File: config.mk
export PLATFORM = sky130hd
export DESIGN_NAME = dmem_lsu_flat
export DESIGN_NICKNAME = d
export VERILOG_FILES = /design/src/rtl/dmem_lsu_if.sv /design/src/rtl/dmem_lsu.sv /design/src/flat_wrapper.sv
export SDC_FILE = /design/constraint.sdc
export NUM_CORES = 1
export LEC_CHECK = 0
export ABC_AREA = 1
export CAP_MARGIN = 5
export CORE_MARGIN = 1
export CORE_UTILIZATION = 58
export DETAILED_ROUTE_END_ITERATION = 8
export DONT_BUFFER_PORTS = 1
export GPL_TIMING_DRIVEN = 0
export PLACE_DENSITY = 0.8
export SLEW_MARGIN = 20
export SYNTH_ARGS = -nofsm -noshare
export SYNTH_HDL_FRONTEND = slang
export SYNTH_SLANG_ARGS = --single-unit
File: constraint.sdc
create_clock -name clk_i -period 3.2 [get_ports clk_i]
set_input_delay 0.64 -clock clk_i [delete_from_list [all_inputs] [get_ports clk_i]]
set_output_delay 0.64 -clock clk_i [all_outputs]
set_load 0.05 [all_outputs]
File: src/rtl/dmem_lsu_if.sv
// Shared sizing constants and the LSU bus interface: core request/response
// channel plus the single-port data memory port.
package params_pkg;
  parameter int ADDR_WIDTH = 8;
  parameter int DATA_WIDTH = 32;
endpackage

interface dmem_lsu_if #(
  parameter int ADDR_WIDTH = params_pkg::ADDR_WIDTH
);
  logic                  req_valid_i;
  logic                  req_ready_o;
  logic                  req_we_i;
  logic [1:0]            req_size_i;
  logic                  req_unsigned_i;
  logic [ADDR_WIDTH+1:0] req_addr_i;
  logic [31:0]           req_wdata_i;
  logic                  rsp_valid_o;
  logic                  rsp_ready_i;
  logic [31:0]           rsp_rdata_o;
  logic                  rsp_err_o;
  logic                  mem_wr_en_o;
  logic [ADDR_WIDTH-1:0] mem_addr_o;
  logic [31:0]           mem_wr_data_o;
  logic [31:0]           mem_rd_data_i;

  // LSU side
  modport slave (
    input  req_valid_i, req_we_i, req_size_i, req_unsigned_i, req_addr_i, req_wdata_i,
    input  rsp_ready_i, mem_rd_data_i,
    output req_ready_o, rsp_valid_o, rsp_rdata_o, rsp_err_o,
    output mem_wr_en_o, mem_addr_o, mem_wr_data_o
  );

  // Core + memory side
  modport master (
    output req_valid_i, req_we_i, req_size_i, req_unsigned_i, req_addr_i, req_wdata_i,
    output rsp_ready_i, mem_rd_data_i,
    input  req_ready_o, rsp_valid_o, rsp_rdata_o, rsp_err_o,
    input  mem_wr_en_o, mem_addr_o, mem_wr_data_o
  );
endinterface

File: src/rtl/dmem_lsu.sv
// Load/store unit: one transaction in flight, sub-word stores done as
// read-modify-write against a word-only write-enable memory.
module dmem_lsu #(
  parameter int ADDR_WIDTH = params_pkg::ADDR_WIDTH,
  parameter int DATA_WIDTH = params_pkg::DATA_WIDTH
) (
  input logic       clk_i,
  input logic       rst_i,
  dmem_lsu_if.slave bus
);
  if (DATA_WIDTH != 32) begin : g_width_check
    $error("dmem_lsu: DATA_WIDTH must be 32");
  end

  typedef enum logic [1:0] {S_IDLE, S_READ, S_WRITE, S_RESP} state_e;

  state_e                state_q, state_d;
  logic                  we_q, we_d;
  logic [1:0]            size_q, size_d;
  logic                  uns_q, uns_d;
  logic [1:0]            lane_q, lane_d;
  logic [31:0]           wdata_q, wdata_d;
  logic [31:0]           rdata_q, rdata_d;
  logic                  err_q, err_d;
  logic [ADDR_WIDTH-1:0] addr_q, addr_d;
  logic [31:0]           wr_data_q, wr_data_d;
  logic                  illegal;

  // Shift the addressed lane down to bit 0 and extend it.
  function automatic logic [31:0] load_extract(input logic [31:0] w, input logic [1:0] sz,
                                               input logic [1:0] lane, input logic uns);
    logic [31:0] sh;
    sh = w >> {lane, 3'b000};
    case (sz)
      2'b00:   return {{24{~uns & sh[7]}}, sh[7:0]};
      2'b01:   return {{16{~uns & sh[15]}}, sh[15:0]};
      default: return w;
    endcase
  endfunction

  // Replace only the addressed lane(s) of the read word with store data.
  function automatic logic [31:0] store_merge(input logic [31:0] w, input logic [31:0] wd,
                                              input logic [1:0] sz, input logic [1:0] lane);
    logic [31:0] mask;
    mask = (sz == 2'b00) ? (32'h0000_00FF << {lane, 3'b000}) : (32'h0000_FFFF << {lane, 3'b000});
    return (w & ~mask) | ((wd << {lane, 3'b000}) & mask);
  endfunction

  // Reserved size or misaligned half/word
  always_comb begin
    illegal = (bus.req_size_i == 2'b11) ||
              (bus.req_size_i == 2'b01 && bus.req_addr_i[0]) ||
              (bus.req_size_i == 2'b10 && bus.req_addr_i[1:0] != 2'b00);
  end

  // Next-state, latched request fields and registered outputs
  always_comb begin
    state_d   = state_q;
    we_d      = we_q;
    size_d    = size_q;
    uns_d     = uns_q;
    lane_d    = lane_q;
    wdata_d   = wdata_q;
    rdata_d   = rdata_q;
    err_d     = err_q;
    addr_d    = addr_q;
    wr_data_d = wr_data_q;
    case (state_q)
      S_IDLE: begin
        if (bus.req_valid_i) begin
          we_d    = bus.req_we_i;
          size_d  = bus.req_size_i;
          uns_d   = bus.req_unsigned_i;
          lane_d  = bus.req_addr_i[1:0];
          wdata_d = bus.req_wdata_i;
          rdata_d = '0;
          if (illegal) begin
            err_d   = 1'b1;
            state_d = S_RESP;
          end else begin
            err_d  = 1'b0;
            addr_d = bus.req_addr_i[ADDR_WIDTH+1:2];
            if (bus.req_we_i && bus.req_size_i == 2'b10) begin
              wr_data_d = bus.req_wdata_i;
              state_d   = S_WRITE;
            end else begin
              state_d = S_READ;
            end
          end
        end
      end
      S_READ: begin
        if (we_q) begin
          wr_data_d = store_merge(bus.mem_rd_data_i, wdata_q, size_q, lane_q);
          state_d   = S_WRITE;
        end else begin
          rdata_d = load_extract(bus.mem_rd_data_i, size_q, lane_q, uns_q);
          state_d = S_RESP;
        end
      end
      S_WRITE: state_d = S_RESP;
      S_RESP: begin
        if (bus.rsp_ready_i) state_d = S_IDLE;
      end
      default: state_d = S_IDLE;
    endcase
  end

  // State and datapath registers
  always_ff @(posedge clk_i or posedge rst_i) begin
    if (rst_i) begin
      state_q   <= S_IDLE;
      we_q      <= 1'b0;
      size_q    <= 2'b00;
      uns_q     <= 1'b0;
      lane_q    <= 2'b00;
      wdata_q   <= '0;
      rdata_q   <= '0;
      err_q     <= 1'b0;
      addr_q    <= '0;
      wr_data_q <= '0;
    end else begin
      state_q   <= state_d;
      we_q      <= we_d;
      size_q    <= size_d;
      uns_q     <= uns_d;
      lane_q    <= lane_d;
      wdata_q   <= wdata_d;
      rdata_q   <= rdata_d;
      err_q     <= err_d;
      addr_q    <= addr_d;
      wr_data_q <= wr_data_d;
    end
  end

  assign bus.req_ready_o   = (state_q == S_IDLE);
  assign bus.rsp_valid_o   = (state_q == S_RESP);
  assign bus.rsp_rdata_o   = rdata_q;
  assign bus.rsp_err_o     = err_q;
  assign bus.mem_wr_en_o   = (state_q == S_WRITE);
  assign bus.mem_addr_o    = addr_q;
  assign bus.mem_wr_data_o = wr_data_q;
endmodule

File: src/flat_wrapper.sv
// flat-port wrapper written by rule: the top's interface ports become plain ports
module dmem_lsu_flat 
#(
  parameter int ADDR_WIDTH = params_pkg::ADDR_WIDTH,
  parameter int DATA_WIDTH = params_pkg::DATA_WIDTH
)
  (clk_i, rst_i, bus_req_valid_i, bus_req_we_i, bus_req_size_i, bus_req_unsigned_i, bus_req_addr_i, bus_req_wdata_i, bus_rsp_ready_i, bus_mem_rd_data_i, bus_req_ready_o, bus_rsp_valid_o, bus_rsp_rdata_o, bus_rsp_err_o, bus_mem_wr_en_o, bus_mem_addr_o, bus_mem_wr_data_o);
  dmem_lsu_if #(.ADDR_WIDTH(ADDR_WIDTH)) bus_i ();
  input logic clk_i;
  input logic rst_i;
  input wire logic [$bits(bus_i.req_valid_i)-1:0] bus_req_valid_i;
  input wire logic [$bits(bus_i.req_we_i)-1:0] bus_req_we_i;
  input wire logic [$bits(bus_i.req_size_i)-1:0] bus_req_size_i;
  input wire logic [$bits(bus_i.req_unsigned_i)-1:0] bus_req_unsigned_i;
  input wire logic [$bits(bus_i.req_addr_i)-1:0] bus_req_addr_i;
  input wire logic [$bits(bus_i.req_wdata_i)-1:0] bus_req_wdata_i;
  input wire logic [$bits(bus_i.rsp_ready_i)-1:0] bus_rsp_ready_i;
  input wire logic [$bits(bus_i.mem_rd_data_i)-1:0] bus_mem_rd_data_i;
  output wire logic [$bits(bus_i.req_ready_o)-1:0] bus_req_ready_o;
  output wire logic [$bits(bus_i.rsp_valid_o)-1:0] bus_rsp_valid_o;
  output wire logic [$bits(bus_i.rsp_rdata_o)-1:0] bus_rsp_rdata_o;
  output wire logic [$bits(bus_i.rsp_err_o)-1:0] bus_rsp_err_o;
  output wire logic [$bits(bus_i.mem_wr_en_o)-1:0] bus_mem_wr_en_o;
  output wire logic [$bits(bus_i.mem_addr_o)-1:0] bus_mem_addr_o;
  output wire logic [$bits(bus_i.mem_wr_data_o)-1:0] bus_mem_wr_data_o;
  assign bus_i.req_valid_i = bus_req_valid_i;
  assign bus_i.req_we_i = bus_req_we_i;
  assign bus_i.req_size_i = bus_req_size_i;
  assign bus_i.req_unsigned_i = bus_req_unsigned_i;
  assign bus_i.req_addr_i = bus_req_addr_i;
  assign bus_i.req_wdata_i = bus_req_wdata_i;
  assign bus_i.rsp_ready_i = bus_rsp_ready_i;
  assign bus_i.mem_rd_data_i = bus_mem_rd_data_i;
  assign bus_req_ready_o = bus_i.req_ready_o;
  assign bus_rsp_valid_o = bus_i.rsp_valid_o;
  assign bus_rsp_rdata_o = bus_i.rsp_rdata_o;
  assign bus_rsp_err_o = bus_i.rsp_err_o;
  assign bus_mem_wr_en_o = bus_i.mem_wr_en_o;
  assign bus_mem_addr_o = bus_i.mem_addr_o;
  assign bus_mem_wr_data_o = bus_i.mem_wr_data_o;
  dmem_lsu #(.ADDR_WIDTH(ADDR_WIDTH), .DATA_WIDTH(DATA_WIDTH)) u_core (.clk_i(clk_i), .rst_i(rst_i), .bus(bus_i));
endmodule
# After elaboration in Yosys (flattened, before gate mapping)
# Index checks and enable logic that the tools add are counted.
[word_totals]
register_bits = 113
[classes]
n_eq_ne = 13
n_shift = 4
n_mux = 17
n_bitwise = 8
reduce_logical = 14
[op_table]
columns = ["op", "count"]
rows = [
  ["two-way mux 32 bit", 7],
  ["case mux 32 bit (2 select lines)", 3],
  ["AND 32 bit", 2],
  ["NOT 32 bit", 1],
  ["bitwise OR 32 bit", 1],
  ["<< shifter 16 x 5 -> 32 bit, first input constant", 1],
  ["<< shifter 32 x 5 -> 32 bit", 1],
  ["<< shifter 8 x 5 -> 32 bit, first input constant", 1],
  [">> shifter 32 x 5 -> 16 bit", 1],
  ["== test 2 bit, second input constant", 4],
  ["two-way mux 2 bit", 4],
  ["!= test 2 bit, second input constant", 4],
  ["case mux 2 bit (4 select lines)", 1],
  ["== test 2 x 1 -> 1 bit, second input constant", 3],
  ["AND reduction 3 bit", 2],
  ["AND reduction 5 bit", 1],
  ["logical NOT 2 bit", 2],
  ["!= test 2 x 1 -> 1 bit, second input constant", 2],
  ["AND reduction 2 bit", 2],
  ["nonzero test 2 bit", 2],
  ["logical AND 1 bit", 3],
  ["AND 1 bit", 2],
  ["logical OR 1 bit", 2],
  ["two-way mux 1 bit", 2],
  ["NOT 1 bit", 2],
]

# Logic depth before layout (Yosys ltp)
[depth]
ltp_word = 7
depth_mapped = 12
ltp_nobuf = 10

# Least setup slack after synthesis
# OpenSTA, ideal clock, no wires.
[synth_timing]
kind = "register to register"
start = "register u_core.state_q[0]"
end = "register u_core.wr_data_q[0], in the netlist u_core.bus.mem_wr_data_o[0]"
setup_time_ns = 0.066
arrival_time_ns = 1.986
required_ns = 3.134
path_slack_ns = 1.148
stages_incl_launch_ff = 13
cell_sequence = "dfrtp_1 -> inv_1 -> ha_1 -> buf_2 -> inv_1 -> nand2_1 -> nand2_2 -> nor2_8 -> nand3_4 -> inv_2 -> buf_4 -> nand2_1 -> nand2_1"
[synth_between]
elab_chain_len = 3
elab_cells_between_ends = 9
[synth_lines]
columns = ["item", "line", "rtl"]
rows = [
  ["start, declared", "dmem_lsu.sv:17", "state_e state_q, state_d;"],
  ["start signal, assigned", "dmem_lsu.sv:123", "state_q <= state_d;"],
  ["logical NOT 2 bit (*)", "n/a", ""],
  ["net bus_req_ready_o", "flat_wrapper.sv:19", "output wire logic [$bits(bus_i.req_ready_o)-1:0] bus_req_ready_o;"],
  ["!= test 2 bit (no line), or another cell as far along", "n/a", ""],
  ["AND reduction 5 bit (no line)", "n/a", ""],
  ["end signal, assigned", "dmem_lsu.sv:132", "wr_data_q <= wr_data_d;"],
  ["end, declared", "dmem_lsu.sv:26", "logic [31:0] wr_data_q, wr_data_d;"],
]
# Mark *: on every way through the listed nets, which the timed path passes. The rest lies on a longest branch.
# A chain may end at the register's enable or synchronous reset.

# Worst setup path after layout
[layout_timing]
start = "register u_core.state_q[0]"
end = "register u_core.rdata_q[28], in the netlist u_core.bus.rsp_rdata_o[28]"
[layout_between]
elab_chain_len = 3
elab_cells_between_ends = 7
[layout_lines]
columns = ["item", "line", "rtl"]
rows = [
  ["logical NOT 2 bit (*)", "n/a", ""],
  ["net bus_req_ready_o", "flat_wrapper.sv:19", ""],
  ["!= test 2 bit (no line) or nonzero test 2 bit (tied branches)", "n/a", ""],
  ["AND reduction 3 bit (no line)", "n/a", ""],
  ["end signal, assigned", "dmem_lsu.sv:129", "rdata_q <= rdata_d;"],
  ["end, declared", "dmem_lsu.sv:23", "logic [31:0] rdata_q, rdata_d;"],
]
# Marked as above.

==> results.json <==
{
  "cts_tree": "yes",
  "cts.repair.resized": 0,
  "fillers": 964,
  "min_period_ns": 2.39,
  "status": "finished clean",
  "die_h_um": 104,
  "path_max_fanout": 10,
  "switching_share_pct": 58.7,
  "syn_nets": 993,
  "drc": 0,
  "pwr-share-seq_pct": 44.6,
  "slew_headroom_pct": 60.7,
  "vias": 5940,
  "path_cells": "inv_1, ha_1, buf_2, inv_1, nand2_1, nand2_2, a21oi_1, inv_1, buf_2, nand2_1, nand2_1",
  "clock.fmax_ghz": 0.418,
  "power_switching_mw": 4.86,
  "syn-cell-area_mm2": 0.00608,
  "drtIter0Drc": 545,
  "design_area_mm2": 0.00652,
  "synth_flop_cell": "dfrtp_1",
  "tightest_slew_ns": 0.588,
  "ff_latch_area_mm2": 0.00263,
  "antenna_cells": 0,
  "final_antenna_net_count": 0,
  "cp_data_required_time_ns": 3.48,
  "dieArea_mm2": 0.0109,
  "fin_ws_ns": 0.806,
  "place_inst": 1045,
  "worstSetupPathDepth": 11,
  "wirelength_um": 17200,
  "crit_buf_inv": 5,
  "hpwl_um": 13500,
  "place_ws_ns": 0.832,
  "cp.arrival_ns": 2.67,
  "skew_ns": 0.0115,
  "r2r_end": "u_core.bus.rsp_rdata_o[28]",
  "yosys_warnings": 0,
  "max_stage_delay_ns": 0.50,
  "cp-start-kind": "register",
  "dpl_cell_area_mm2": 0.00632,
  "num_io_pins": 158,
  "hold_path.class": "primary input to async pin",
  "grt_pass1_wl_um": 28100,
  "first_global_vias": 5650,
  "async_flop_share_pct": 100,
  "yosysSeqAreaShare_pct": 43.2,
  "clock_path_buffers": 2,
  "internal_power_mw": 3.43,
  "peakVddDrop_uv": 707,
  "critPathSlowestCell": "ha_1",
  "path_class": "register to register",
  "reg2reg_depth": 11,
  "clock-sinks": 105,
  "syn_area_per_cell_um2": 6.72,
  "track_usage_pct": 32.8,
  "core_area_mm2": 0.0102,
  "initial_core_util_pct": 59.5,
  "worstSkewPairLatency_ns": 0.38,
  "rsz0062_at_grt": "no",
  "cts_made_buffers": 9,
  "path_clk_slew_ns": 0.11,
  "postCtsSetupBuffers": 0,
  "area_delta_synth_final_pct": 7.07,
  "ff2ff_setup_slack_ns": 0.81,
  "routedWlPerCell_um": 16.2,
  "synthCells": 906,
  "portBuffers": 0,
  "via_per_inst": 5.60,
  "multi_input_comb_area_mm2": 0.00287,
  "finalCritPeriodShare_pct": 74.8,
  "layout.nets": 1007,
  "ys_ff_latch": 105,
  "crit_path_end_kind": "register",
  "setup_viol": 0,
  "cts-hold-fix-buffers": 0,
  "total_power_mw": 8.29,
  "drive_gt1_share_pct": 6.92,
  "antenna_found_initial": 0,
  "pwr-share-comb_pct": 45.3,
  "p_clk_share_pct": 10.2,
  "hold_viol": 0,
  "max-cap-violations": 0,
  "grt_overflow": 0,
  "leakage_nw": 3.68,
  "slew_violations": 0,
  "gp_congestion": 1.00,
  "grt_start_max_net_pins": 36,
  "crit_family": "buffers and inverters",
  "drtPass1Iterations": 5,
  "timing.rr.start": "u_core.state_q[0]",
  "htree_levels": 3,
  "root_buffer": "clkbuf_8",
  "synth_cell_types": 25,
  "synth-edff-count": 0,
  "tns_ns": 0,
  "die-width_um": 104,
  "power_density_mw_per_mm2": 1270,
  "rows": 37,
  "stdcell_count": 1061
}
[cells in the mapped netlist, types with 2 or more instances]
cell      count  area (um2)
nand2_1     410        1540
dfrtp_1     105        2630
inv_1        88         330
nand3_1      81         405
o21ai_0      61         305
nor2_1       41         154
a21oi_1      39         195
buf_2        16        80.1
clkbuf_1     16        60.1
nand4_1       8        50.1
inv_2         7        26.3
buf_4         6        45.0
ha_1          5        62.6
nand2_2       5        31.3
buf_1         3        11.3
buf_6         3        33.8
nor2_4        2        22.5
nor2_8        2        40.0
o21ai_1       2        10.0
[through the flow]
step | hold WS, ns | utilization [%]
2_1_floorplan | 0.449 | -
3_3_place_gp | 0.468 | 61.2
3_5_place_dp | 0.461 | 61.8
4_1_cts | 0.0394 | 63.7
5_1_grt | 0.0577 | 63.7
6_report | 0.0423 | 63.7
[worst max path at each step]
stage	start	endpoint
floorplan	u_core.state_q[0]	u_core.bus.mem_wr_data_o[0]
global placement	rst_i	u_core.bus.mem_wr_data_o[18]
detailed placement	u_core.state_q[1]	u_core.bus.mem_wr_data_o[2]
CTS	u_core.state_q[1]	u_core.bus.mem_wr_data_o[3]
global route	u_core.state_q[1]	u_core.wdata_q[15]
finish	u_core.state_q[0]	u_core.bus.rsp_rdata_o[28]
[sequential cells by signal (all words and copies together) (netlist names)]
name,count
u_core.wdata_q,24
u_core.size_q,2
u_core.bus.rsp_err_o,1
u_core.lane_q,2
u_core.uns_q,1
u_core.bus.rsp_rdata_o,32
u_core.bus.mem_addr_o,8
u_core.we_q,1
u_core.bus.mem_wr_data_o,32
u_core.state_q,2
[power groups by stage]
stage / clock network (mW) / logic (mW) / registers [mW]
4_1_cts: 0.853 / 3.71 / 3.70
5_1_grt: 0.891 / 4.25 / 3.75
3_3_place_gp: 0 / 3.61 / 3.71
6_report: 0.843 / 3.75 / 3.70
2_1_floorplan: 0 / 2.87 / 3.59
3_5_place_dp: 0 / 3.70 / 3.72
[worst reg2reg max path: cells and delay by family (launching register included)]
family,cells,cell delay (ns)
buffers and inverters,5,0.80
adder cells (fa/ha/maj),1,0.50
flip-flops,1,0.43
AND/OR/NAND/NOR,4,0.30
AO/OA/AOI/OAI,1,0.26
[routing by layer]
metal / part of all wire, % / up-vias / track usage (%)
met4: 4.0 / 0 / 14.6
li1: - / 2843 / -
met2: 44 / 321 / 51.3
met1: 41 / 2725 / 43.7
met3: 11 / 51 / 7.02
met5: 0 / - / 0
[cell type report]
cell class / instances / area share, %
Buffer: 44 / 3.53
Inverter: 95 / 5.53
Tap cell: 136 / 2.61
Clock inverter: 5 / 0.691
Clock buffer: 11 / 2.32
Timing Repair Buffer: 3 / 0.922
Multi-Input combinational cell: 662 / 44.1
Sequential cell: 105 / 40.3
[placed cells by master, fill, tap and decap left out, drive strengths merged]
cell type / netlist / final
dfrtp: 105 / 105
clkbuf: 16 / 27
nand3: 83 / 83
nand4: 8 / 8
o211ai: 1 / 1
o21a: 1 / 1
o21ai: 63 / 63
a21oi: 39 / 39
clkinvlp: 0 / 2
inv: 95 / 98
ha: 5 / 5
nand2: 415 / 415
o22ai: 1 / 1
buf: 28 / 31
nor2: 46 / 46
[cell families (layout without fill, tap and decap cells)]
| family | Yosys count | after routing | synth area share, % |
|---|---|---|---|
| AND/OR/NAND/NOR | 552 | 552 | 37.4 |
| adder cells (fa/ha/maj) | 5 | 5 | 1.03 |
| flip-flops | 105 | 105 | 43.2 |
| buffers and inverters | 139 | 158 | 9.64 |
| AO/OA/AOI/OAI | 105 | 105 | 8.74 |
Note: power is estimated with default switching activity, not from simulation.
